`src/rtl/div_clk_monitor.sv`:
```
// Frequency/duty checker for a divided clock: measures period and high time
// in source-clock cycles, tracks lock over consecutive good periods, flags loss.
module div_clk_monitor #(
    parameter int EXP_PERIOD = 15,
    parameter int TOL        = 1,
    parameter int LOCK_COUNT = 4,
    parameter int CNT_W      = 8
) (
    input  logic             clk,
    input  logic             rst,
    input  logic             div_clk,
    input  logic             clr_err,
    output logic [CNT_W-1:0] period,
    output logic [CNT_W-1:0] high_time,
    output logic             meas_valid,
    output logic             locked,
    output logic             err
);

    localparam int GC_W = (LOCK_COUNT < 2) ? 1 : $clog2(LOCK_COUNT + 1);
    localparam logic [CNT_W-1:0] CNT_MAX = '1;
    localparam logic [CNT_W-1:0] CNT_ONE = 1;
    localparam logic [CNT_W-1:0] TMO_VAL = CNT_W'(EXP_PERIOD + TOL);
    localparam logic [GC_W-1:0]  GC_ONE  = 1;
    localparam logic [GC_W-1:0]  GC_LAST = GC_W'(LOCK_COUNT - 1);
    localparam logic [GC_W-1:0]  GC_FULL = GC_W'(LOCK_COUNT);

    typedef enum logic [1:0] {ACQUIRE, LOCKED, LOST} state_t;

    state_t           state;
    logic [GC_W-1:0]  good_cnt;
    logic             s1, s2, s, p;
    logic             rise, fall, timeout, good, first_seen;
    logic [CNT_W-1:0] cnt, hcnt, meas;

    assign s    = s2;
    assign rise = s & ~p;
    assign fall = ~s & p;

    // Value captured on rise; a saturated counter stays at all-ones so it can never look good.
    assign meas    = (cnt == CNT_MAX) ? CNT_MAX : cnt + CNT_ONE;
    assign timeout = (cnt == TMO_VAL) && !rise;
    assign locked  = (state == LOCKED);

    always_comb begin
        good = 1'b0;
        if (cnt != CNT_MAX && int'(meas) >= EXP_PERIOD - TOL && int'(meas) <= EXP_PERIOD + TOL)
            good = 1'b1;
    end

    always_ff @(posedge clk) begin
        if (rst) begin
            s1         <= 1'b0;
            s2         <= 1'b0;
            p          <= 1'b0;
            cnt        <= '0;
            hcnt       <= '0;
            period     <= '0;
            high_time  <= '0;
            meas_valid <= 1'b0;
            first_seen <= 1'b0;
            good_cnt   <= '0;
            err        <= 1'b0;
            state      <= ACQUIRE;
        end else begin
            s1         <= div_clk;
            s2         <= s1;
            p          <= s2;
            meas_valid <= 1'b0;

            if (rise)                cnt <= '0;
            else if (cnt != CNT_MAX) cnt <= cnt + CNT_ONE;

            if (rise)                        hcnt <= CNT_ONE;
            else if (s && hcnt != CNT_MAX)   hcnt <= hcnt + CNT_ONE;

            if (rise) begin
                first_seen <= 1'b1;
                if (first_seen) begin
                    period     <= meas;
                    meas_valid <= 1'b1;
                end
            end

            // first_seen doubles as "a rise has been seen since reset"
            if (fall && first_seen) high_time <= hcnt;

            // Set inside the FSM below overrides this clear when both happen together.
            if (clr_err) err <= 1'b0;

            case (state)
                ACQUIRE: begin
                    if (rise && first_seen) begin
                        if (good) begin
                            if (good_cnt == GC_LAST) begin
                                good_cnt <= GC_FULL;
                                state    <= LOCKED;
                            end else begin
                                good_cnt <= good_cnt + GC_ONE;
                            end
                        end else begin
                            good_cnt <= '0;
                        end
                    end else if (timeout) begin
                        good_cnt <= '0;
                    end
                end
                LOCKED: begin
                    if ((rise && first_seen && !good) || timeout) begin
                        state    <= LOST;
                        err      <= 1'b1;
                        good_cnt <= '0;
                    end
                end
                LOST: begin
                    if (rise && first_seen && good) begin
                        good_cnt <= GC_ONE;
                        state    <= (LOCK_COUNT == 1) ? LOCKED : ACQUIRE;
                    end
                end
                default: begin
                    state    <= ACQUIRE;
                    good_cnt <= '0;
                end
            endcase
        end
    end

endmodule

```
`config.mk`:
```
export PLATFORM = sky130hd
export DESIGN_NAME = div_clk_monitor
export DESIGN_NICKNAME = d
export VERILOG_FILES = /design/src/rtl/div_clk_monitor.sv
export SDC_FILE = /design/constraint.sdc
export NUM_CORES = 1
export LEC_CHECK = 0
export CAP_MARGIN = 10
export CELL_PAD_IN_SITES_DETAIL_PLACEMENT = 0
export CELL_PAD_IN_SITES_GLOBAL_PLACEMENT = 1
export CORE_MARGIN = 3
export CORE_UTILIZATION = 45
export DETAILED_ROUTE_END_ITERATION = 10
export PLACE_DENSITY = 0.9
export RECOVER_POWER = 50
export SYNTH_ARGS = -nofsm -noshare
export SYNTH_HDL_FRONTEND = slang
export SYNTH_SLANG_ARGS = --single-unit
```
`constraint.sdc`:
```
create_clock -name clk -period 6.3 [get_ports clk]
set_input_delay 1.575 -clock clk [delete_from_list [all_inputs] [get_ports clk]]
set_output_delay 1.575 -clock clk [all_outputs]
set_load 0.05 [all_outputs]
```
==> flow_summary.toml, run 1 <==
[drt]
vias = 1512
drt_wl_total_um = 3790
dr.pass1.iters = 4
drc_errors = 0
ant_nets = 0
wl_per_cell_um = 13.1
drt_iter0_drc = 72
viasPerCell = 5.23

[timing]
hold_viol_final = 0
rsz0062_at_grt = "no"
slew_viol_final = 0
finalSetupViolCount = 0
fin_crit_sh_pct = 56.8
max_freq_mhz = 280
slew_headroom_pct = 12.9
final.min_clock_period_ns = 3.58
worst_slew_pin_slew_ns = 1.31
postLayoutSetupSlackWorst_ns = 2.72
finalSetupTns_ns = 0
skew_ns = 0.00696

[clock_tree]
clockBufferDepth = 2
cts.sinks = 43
cts_buffers = 5
clkTransAtPathRegs_ns = 0.07
clk_latency_ns = 0.29
post-cts-setup-buffers = 0
h-tree-depth = 2
cts_tree = "built"
cts-resized-gates = 0
ctsHoldBuffers = 0
root_buffer = "clkbuf_8"

[synth]
avgSynthCellArea_um2 = 9.08
synth_edf_count = 0
async_flop_share_pct = 0
synth.net_count = 224
synthMuxAreaShare_pct = 7.24
synth_xor_xnor_area_share_pct = 5.83
synth_area_um2 = 1950
synthDistinctLibCells = 42
synth_simple_gate_area_share_pct = 27.1
synth_fa_ha_area_share_pct = 3.21
syn-instance-count = 215
yosys_warnings = 0
yosysSeqAreaShare_pct = 44.1
ys.flop_type = "dfxtp_1"
synth-compound-area-share_pct = 9.23
synth_top_family_by_area = "simple AND/OR/NAND/NOR gates"
synth-seq-cells = 43

[hold_path]
min_path_cells = 1
min_from = "s1$_SDFF_PP0_"
holdPathEnd = "s$_SDFF_PP0_"
min_path_type = "reg2reg"

[job]
maxCapViolations = 0

[power]
power_leakage_nw = 0.894
p_total_mw = 0.499
power_density_nw_per_um2 = 219
ir_worst_vdd_mv = 0.143

[placed_design]
port_buffers = 22
dp_slack_ns = 3.19
placed_area_um2 = 2190
dp_hpwl_um = 2640
gp_congestion = 0.829

[global_routing]
grt_max_degree = 32
grt_pass1_vias = 1399
grt_usage_pct = 15.9
antenna_found_initial = 0
grt-ovfl-total = 0
grt_pass1_wl_um = 6560

[floorplanning]
rows = 23
die_x_um = 71.9
initial_core_util_pct = 47.8
io_pins = 23
fp.dieArea_um2 = 5160
core_area_um2 = 4090
die_h_um = 71.9

[final_layout]
drive_gt1_share_pct = 5.86
antenna_cells = 0
design_area_um2 = 2280
areaGrowthSynthToFinish_pct = 17.0
fillers = 398
fin_nets = 247

[setup_path]
regToRegStartpoint = "cnt[0]$_SDFFE_PP0N_"
reg2reg_to = "good_cnt[2]$_SDFFE_PP0P_"
max_stage_delay_ns = 0.95
cp_num_buf_inv = 2
slowest_stage = "clkbuf_1"
r2r_slack_ns = 3.67
start_kind = "primary input"
path_cells = "dlygate4sd3_1 -> clkbuf_1 -> nand2b_1 -> nor2_1"
crit_path_end_kind = "flip-flop"
worst_ep_arrival_time_ns = 3.73
critPathKind = "in2reg"
required_ns = 6.46
r2r_cells = 7
cp_top_family = "buffers and inverters"
path_max_fanout = 31

[run_status]
outcome = "completed"
==> how the worst max path moves through the flow <==
stage | depth (start not counted) | endpoint | from
6_report | 4 | hcnt[5]$_SDFFE_PP0P_ | rst
5_1_grt | 4 | cnt[1]$_SDFFE_PP0N_ | rst
4_1_cts | 2 | locked | state[0]$_SDFFE_PP0P_
3_5_place_dp | 4 | hcnt[5]$_SDFFE_PP0P_ | rst
3_3_place_gp | 4 | cnt[2]$_SDFFE_PP0N_ | rst
2_1_floorplan | 1 | locked | state[0]$_SDFFE_PP0P_
==> flip-flops by register name, summed over array words and instances (netlist names) <==
signal      flops
good_cnt        3
high_time       8
state           2
hcnt            8
period          8
s               1
err             1
s1              1
meas_valid      1
first_seen      1
cnt             8
p               1
==> logic make-up (layout without fill, tap and decap cells) <==
family                   Yosys count  after routing
AO/OA/AOI/OAI                     24             24
XOR/XNOR                          13             13
adder cells (fa/ha/maj)            5              5
buffers and inverters             11             35
flip-flops                        43             43
multiplexers                      14             14
AND/OR/NAND/NOR                  105            105
==> power breakdown <==
group / switching [mW] / total (mW) / internal, mW
Clock: 0.0874 / 0.187 / 0.100
Sequential: 0.00543 / 0.282 / 0.276
Combinational: 0.0188 / 0.0304 / 0.0117
==> Yosys cell counts (all sizes together) (3+ instances only) <==
cell type	n	area share (%)
a211oi	4	1.5
a21oi	6	1.5
and3	3	0.96
and4	3	1.3
buf	3	1.7
clkbuf	4	0.77
dfxtp	43	44
ha	5	3.2
inv	4	0.77
mux2i	13	6.7
nand2	11	2.1
nand2b	5	1.6
nand3	5	1.3
nand4	3	0.96
nor2	49	9.4
nor2b	6	1.9
nor3	6	1.5
o21ai	4	1.0
xnor2	6	2.7
xor2	7	3.1
==> layout make-up <==
cell class | instances | area, µm² | share of cell area (%)
Sequential cell | 43 | 861 | 37.7
Timing Repair Buffer | 23 | 224 | 9.81
Multi-Input combinational cell | 161 | 1020 | 44.7
Inverter | 4 | 15.0 | 0.658
Tap cell | 50 | 62.6 | 2.74
Clock buffer | 8 | 100 | 4.38
==> cells in the final DEF, fill, tap and decap left out, types with 2 or more instances in the layout <==
cell / netlist / routed
a211oi_1: 4 / 4
a21oi_1: 6 / 6
a31oi_1: 2 / 2
and3_1: 3 / 3
and4_1: 3 / 3
clkbuf_1: 4 / 2
clkbuf_8: 0 / 7
clkdlybuf4s50_1: 0 / 21
dfxtp_1: 43 / 43
ha_1: 5 / 5
inv_1: 4 / 4
mux2i_1: 13 / 13
nand2_1: 11 / 11
nand2b_1: 5 / 5
nand3_1: 5 / 5
nand3b_1: 2 / 2
nand4_1: 3 / 3
nor2_1: 49 / 49
nor2b_1: 6 / 6
nor3_1: 6 / 6
o21ai_0: 4 / 4
or4b_1: 2 / 2
xnor2_1: 6 / 6
xor2_1: 7 / 7
==> per-stage QoR <==
stage          utilization, %  std cells  hold WS (ns)
2_1_floorplan               -        215         0.414
3_3_place_gp             53.7        281         0.444
3_5_place_dp             53.7        281         0.447
4_1_cts                  56.1        289         0.462
5_1_grt                  55.9        289         0.475
6_report                 55.9        289         0.459
==> layer usage <==
metal	share of wire (%)	GRT usage, %
met1	53	22.7
met2	42	23.6
met3	3.9	4.21
met4	0.74	4.38
met5	0	0
Note: power is estimated with default switching activity, not from simulation.
==> run 2: changes to the inputs <==
Settings changed: CORE_UTILIZATION 45 to 42, PLACE_DENSITY 0.9 to 0.85.
Clock period 6.3 ns to 3.4 ns, I/O delays scaled along.
==> run 2 against run 1 <==
- register-to-register slack worse by 2.9 ns
- global-route usage down 0.71 points
- count of clock-buffer cells in the layout down 3
- final cell count up 1.0%
- via count up 1.3%
- critical path depth down 2
- clock power up 67%
- total power up 78%
- design area down 0.38%
- die area up 6.5%
- clock skew down 0.0032 ns
- worst setup slack worse by 2.0 ns
- critical endpoint is now locked
==> flow_summary.toml, run 2 (same netlist as run 1, synthesis figures left out) <==
[setup_path]
start_kind = "flip-flop"
cp_top_family = "buffers and inverters"
r2r_slack_ns = 0.74
r2r_cells = 7
crit_path_end_kind = "output pin"
path_max_fanout = 7
regToRegStartpoint = "cnt[0]$_SDFFE_PP0N_"
max_stage_delay_ns = 0.84
required_ns = 2.55
worst_ep_arrival_time_ns = 1.83
path_cells = "nor2b_1 -> clkdlybuf4s50_1"
cp_num_buf_inv = 1
critPathKind = "reg2out"
slowest_stage = "clkdlybuf4s50_1"
reg2reg_to = "good_cnt[2]$_SDFFE_PP0P_"

[hold_path]
holdPathEnd = "s$_SDFF_PP0_"
min_from = "s1$_SDFF_PP0_"
min_path_type = "reg2reg"
min_path_cells = 1

[final_layout]
final_common_cell = "nor2_1"
ff_latch_area_um2 = 861
fin_nets = 248
final_cells = 292
antenna_cells = 0
drive_gt1_share_pct = 6.25
fillers = 440
final_cell_mix = "nor2_1 (49), dfxtp_1 (43), clkdlybuf4s50_1 (16)"
multi_input_area_um2 = 1020
design_area_um2 = 2270
areaGrowthSynthToFinish_pct = 16.5

[floorplanning]
core_area_um2 = 4410
fp.dieArea_um2 = 5500
die_x_um = 74.2
initial_core_util_pct = 44.2
rows = 24
die_h_um = 74.2
io_pins = 23

[timing]
slew_headroom_pct = 46.6
finalSetupViolCount = 0
skew_ns = 0.00378
max_freq_mhz = 373
hold_viol_final = 0
final.min_clock_period_ns = 2.68
slew_viol_final = 0
worst_slew_pin_slew_ns = 0.802
fin_crit_sh_pct = 78.8
finalSetupTns_ns = 0
rsz0062_at_grt = "no"

[drt]
drt_wl_total_um = 3690
vias = 1531
drc_errors = 0
dr.pass1.iters = 4
ant_nets = 0
wl_per_cell_um = 12.7
drt_iter0_drc = 138
viasPerCell = 5.24

[clock_tree]
cts-resized-gates = 0
cts.sinks = 43
clk_latency_ns = 0.29
cts_tree = "built"
post-cts-setup-buffers = 0
root_buffer = "clkbuf_8"
clockBufferDepth = 2
ctsHoldBuffers = 0
h-tree-depth = 2
cts_buffers = 5
clkTransAtPathRegs_ns = 0.08

[placed_design]
dp.cells = 284
gp_congestion = 0.886
dp_hpwl_um = 2510
port_buffers = 22
placed_area_um2 = 2200

[power]
power_density_nw_per_um2 = 391
internal_power_mw = 0.674
clockPowerShare_pct = 35.1
ir_worst_vdd_mv = 0.322
seqPwrFrac_pct = 58.6
p_sw_mw = 0.216
swShare_pct = 24.3
p_comb_share_pct = 6.3
power_leakage_nw = 0.909

[run_status]
outcome = "completed"

[global_routing]
grt-ovfl-total = 0
grt_pass1_vias = 1416
antenna_found_initial = 0
grt_max_degree = 20
grt_usage_pct = 15.2
grt_pass1_wl_um = 6480

[job]
maxCapViolations = 0
-- run 2: cell types whose count changed in the layout (fill, tap and decap cells not counted), sizes merged --
| cell | before | now |
|---|---|---|
| clkbuf | 9 | 7 |
| clkdlybuf4s50 | 21 | 16 |
| clkinv | 0 | 3 |
| dlygate4sd3 | 1 | 6 |
-- run 2: per-stage QoR --
stage          utilization (%)  worst slack, ns  total power [mW]  hold WS [ns]
2_1_floorplan                -             1.06             0.577         0.414
3_3_place_gp              49.9            0.944             0.590         0.430
3_5_place_dp              49.9            0.881             0.591         0.438
4_1_cts                   51.8            0.703             0.906         0.453
5_1_grt                   51.5            0.591             0.936         0.480
6_report                  51.5            0.720             0.890         0.449
-- run 2: area by class of cell --
class / count / area share (%)
Inverter: 4 / 0.660
Timing Repair Buffer: 24 / 10.0
Sequential cell: 43 / 37.8
Tap cell: 52 / 2.86
Multi-Input combinational cell: 161 / 44.9
Clock inverter: 3 / 0.660
Clock buffer: 5 / 3.03
-- run 2: worst max-delay path by stage --
| stage | start | end | slack, ns | depth (start not counted) |
|---|---|---|---|---|
| 2_1_floorplan | cnt[0]$_SDFFE_PP0N_ | good_cnt[2]$_SDFFE_PP0P_ | 1.06 | 7 |
| 3_3_place_gp | cnt[0]$_SDFFE_PP0N_ | good_cnt[2]$_SDFFE_PP0P_ | 0.94 | 7 |
| 3_5_place_dp | cnt[0]$_SDFFE_PP0N_ | good_cnt[2]$_SDFFE_PP0P_ | 0.88 | 7 |
| 4_1_cts | state[0]$_SDFFE_PP0P_ | locked | 0.70 | 2 |
| 5_1_grt | cnt[0]$_SDFFE_PP0N_ | good_cnt[2]$_SDFFE_PP0P_ | 0.59 | 7 |
| 6_report | state[0]$_SDFFE_PP0P_ | locked | 0.72 | 2 |
-- run 2: power by group through the flow --
stage          registers (mW)  clock network (mW)  logic (mW)
5_1_grt                 0.524               0.349      0.0633
3_3_place_gp            0.533                   0      0.0574
2_1_floorplan           0.533                   0      0.0435
4_1_cts                 0.521               0.326      0.0585
6_report                0.522               0.313      0.0561
3_5_place_dp            0.533                   0      0.0575
-- run 2: per-layer routing --
metal | track usage [%] | vias to the layer above | part of all wire [%]
met5 | 0 | - | 0
met1 | 21.1 | 700 | 51
met4 | 4.83 | 0 | 1.2
met3 | 4.19 | 6 | 4.9
li1 | - | 790 | -
met2 | 22.8 | 35 | 43
==> run 3: changes to the inputs <==
Clock period 3.4 ns to 2.7 ns, I/O delays scaled along.
==> run 3 against run 2 <==
- design area grew 2.1%
- sequential power grew 26%
- via count grew 1.1%
- combinational power grew 33%
- count of clock-buffer cells in the layout grew 2
- sequential share of layout area shrank 0.77 points
- critical endpoint unchanged
- global-route usage grew 0.11 points
- worst setup slack lost 0.53 ns
- largest cell class unchanged
- critical path type unchanged
==> flow_summary.toml, run 3 (same netlist as run 1, synthesis figures left out) <==
[run_status]
outcome = "completed"

[floorplanning]
rows = 24
die_x_um = 74.2
initial_core_util_pct = 44.2
core_area_um2 = 4410
fp.dieArea_um2 = 5500
io_pins = 23
die_h_um = 74.2

[global_routing]
antenna_found_initial = 0
grt_pass1_vias = 1446
grt-ovfl-total = 0
grt_max_degree = 14
grt_pass1_wl_um = 6490
grt_usage_pct = 15.3

[placed_design]
placed_area_um2 = 2240
dp_slack_ns = 0.202
dp.cells = 289
dp_hpwl_um = 2660
gp_congestion = 0.779
port_buffers = 22

[setup_path]
start_kind = "flip-flop"
r2r_slack_ns = 0.25
r2r_cells = 7
crit_path_end_kind = "output pin"
worst_ep_arrival_time_ns = 1.83
crit_end = "locked"
reg2reg_to = "good_cnt[2]$_SDFFE_PP0P_"
required_ns = 2.03
setup.worst_path.start = "state[0]$_SDFFE_PP0P_"
regToRegStartpoint = "cnt[0]$_SDFFE_PP0N_"
critPathKind = "reg2out"
path_max_fanout = 7

[final_layout]
fin_util_pct = 52.6
final_cell_mix = "nor2_1 (49), dfxtp_1 (43), clkdlybuf4s50_1 (20)"
final_cells = 299
design_area_um2 = 2320
antenna_cells = 0
fillers = 423
fin_nets = 255
final_common_cell = "nor2_1"
areaGrowthSynthToFinish_pct = 19.0
drive_gt1_share_pct = 7.69

[drt]
wl_met3_um = 179
viasPerCell = 5.18
top_layer = "met4"
wl_met2_um = 1600
dr.pass1.iters = 4
drt-met1-wl_um = 1830
drt_iter0_drc = 77
ant_nets = 0
drt_wl_total_um = 3680
vias = 1548
wl_per_cell_um = 12.3
drc_errors = 0

[timing]
slew_headroom_pct = 63.6
final.min_clock_period_ns = 2.51
hold_viol_final = 0
finalSetupTns_ns = 0
finalSetupViolCount = 0
max_freq_mhz = 398
rsz0062_at_grt = "no"
postLayoutSetupSlackWorst_ns = 0.191
fin_crit_sh_pct = 92.9
skew_ns = 0.00661
worst_slew_pin_slew_ns = 0.545
slew_viol_final = 0
hold_slack_ns = 0.453

[clock_tree]
cts_tree = "built"
cts_buffers = 5
post-cts-setup-buffers = 0
cts.sinks = 43
h-tree-depth = 2
clkTransAtPathRegs_ns = 0.08
clockBufferDepth = 2
cts-resized-gates = 0
root_buffer = "clkbuf_8"
ctsHoldBuffers = 0
clk_latency_ns = 0.29

[power]
p_total_mw = 1.12
power_leakage_nw = 0.916
ir_worst_vdd_mv = 0.273
power_density_nw_per_um2 = 484

[job]
maxCapViolations = 0

[hold_path]
min_path_type = "reg2reg"
-- run 3: cell types whose count changed in the layout (fill, tap and decap cells not counted) --
cell             change
clkbuf_1             +4
o211ai_2             +1
buf_4                +5
dlygate4sd3_1        -4
clkdlybuf4s50_1      +4
clkinv_2             -2
o211ai_1             -1
-- run 3: power breakdown --
part	leakage (nW)	internal [mW]	switching [mW]
combinational	0.526	0.0303	0.0444
sequential	0.348	0.644	0.0122
clock	0.0422	0.182	0.211
total	0.916	0.856	0.268
-- run 3: how the worst min path moves through the flow --
stage | from | endpoint | slack [ns] | cells after the start
3_5_place_dp | s1$_SDFF_PP0_ | s$_SDFF_PP0_ | 0.43 | 1
4_1_cts | s1$_SDFF_PP0_ | s$_SDFF_PP0_ | 0.46 | 1
5_1_grt | s1$_SDFF_PP0_ | s$_SDFF_PP0_ | 0.47 | 1
3_3_place_gp | s1$_SDFF_PP0_ | s$_SDFF_PP0_ | 0.44 | 1
2_1_floorplan | s1$_SDFF_PP0_ | s$_SDFF_PP0_ | 0.41 | 1
6_report | s1$_SDFF_PP0_ | s$_SDFF_PP0_ | 0.45 | 1
-- run 3: per-layer routing --
layer  up-vias  track usage (%)
met4         0             6.04
met5         -                0
met3         7             5.27
li1        813                -
met1       705             19.3
met2        23             24.0
-- run 3: area by class of cell --
type	instances	area, µm²	share of cell area, %
multi-input combinational	161	1030	44.2
sequential	43	861	37.1
timing repair buffer	31	273	11.7
clock buffer	7	76.3	3.29
tap	52	65.1	2.80
inverter	4	15.0	0.647
clock inverter	1	5.00	0.216
-- run 3: critical path, stage by stage (launching register included) --
cell             delay, ns
dfxtp_1               0.44
nor2b_1               0.26
clkdlybuf4s50_1       0.84
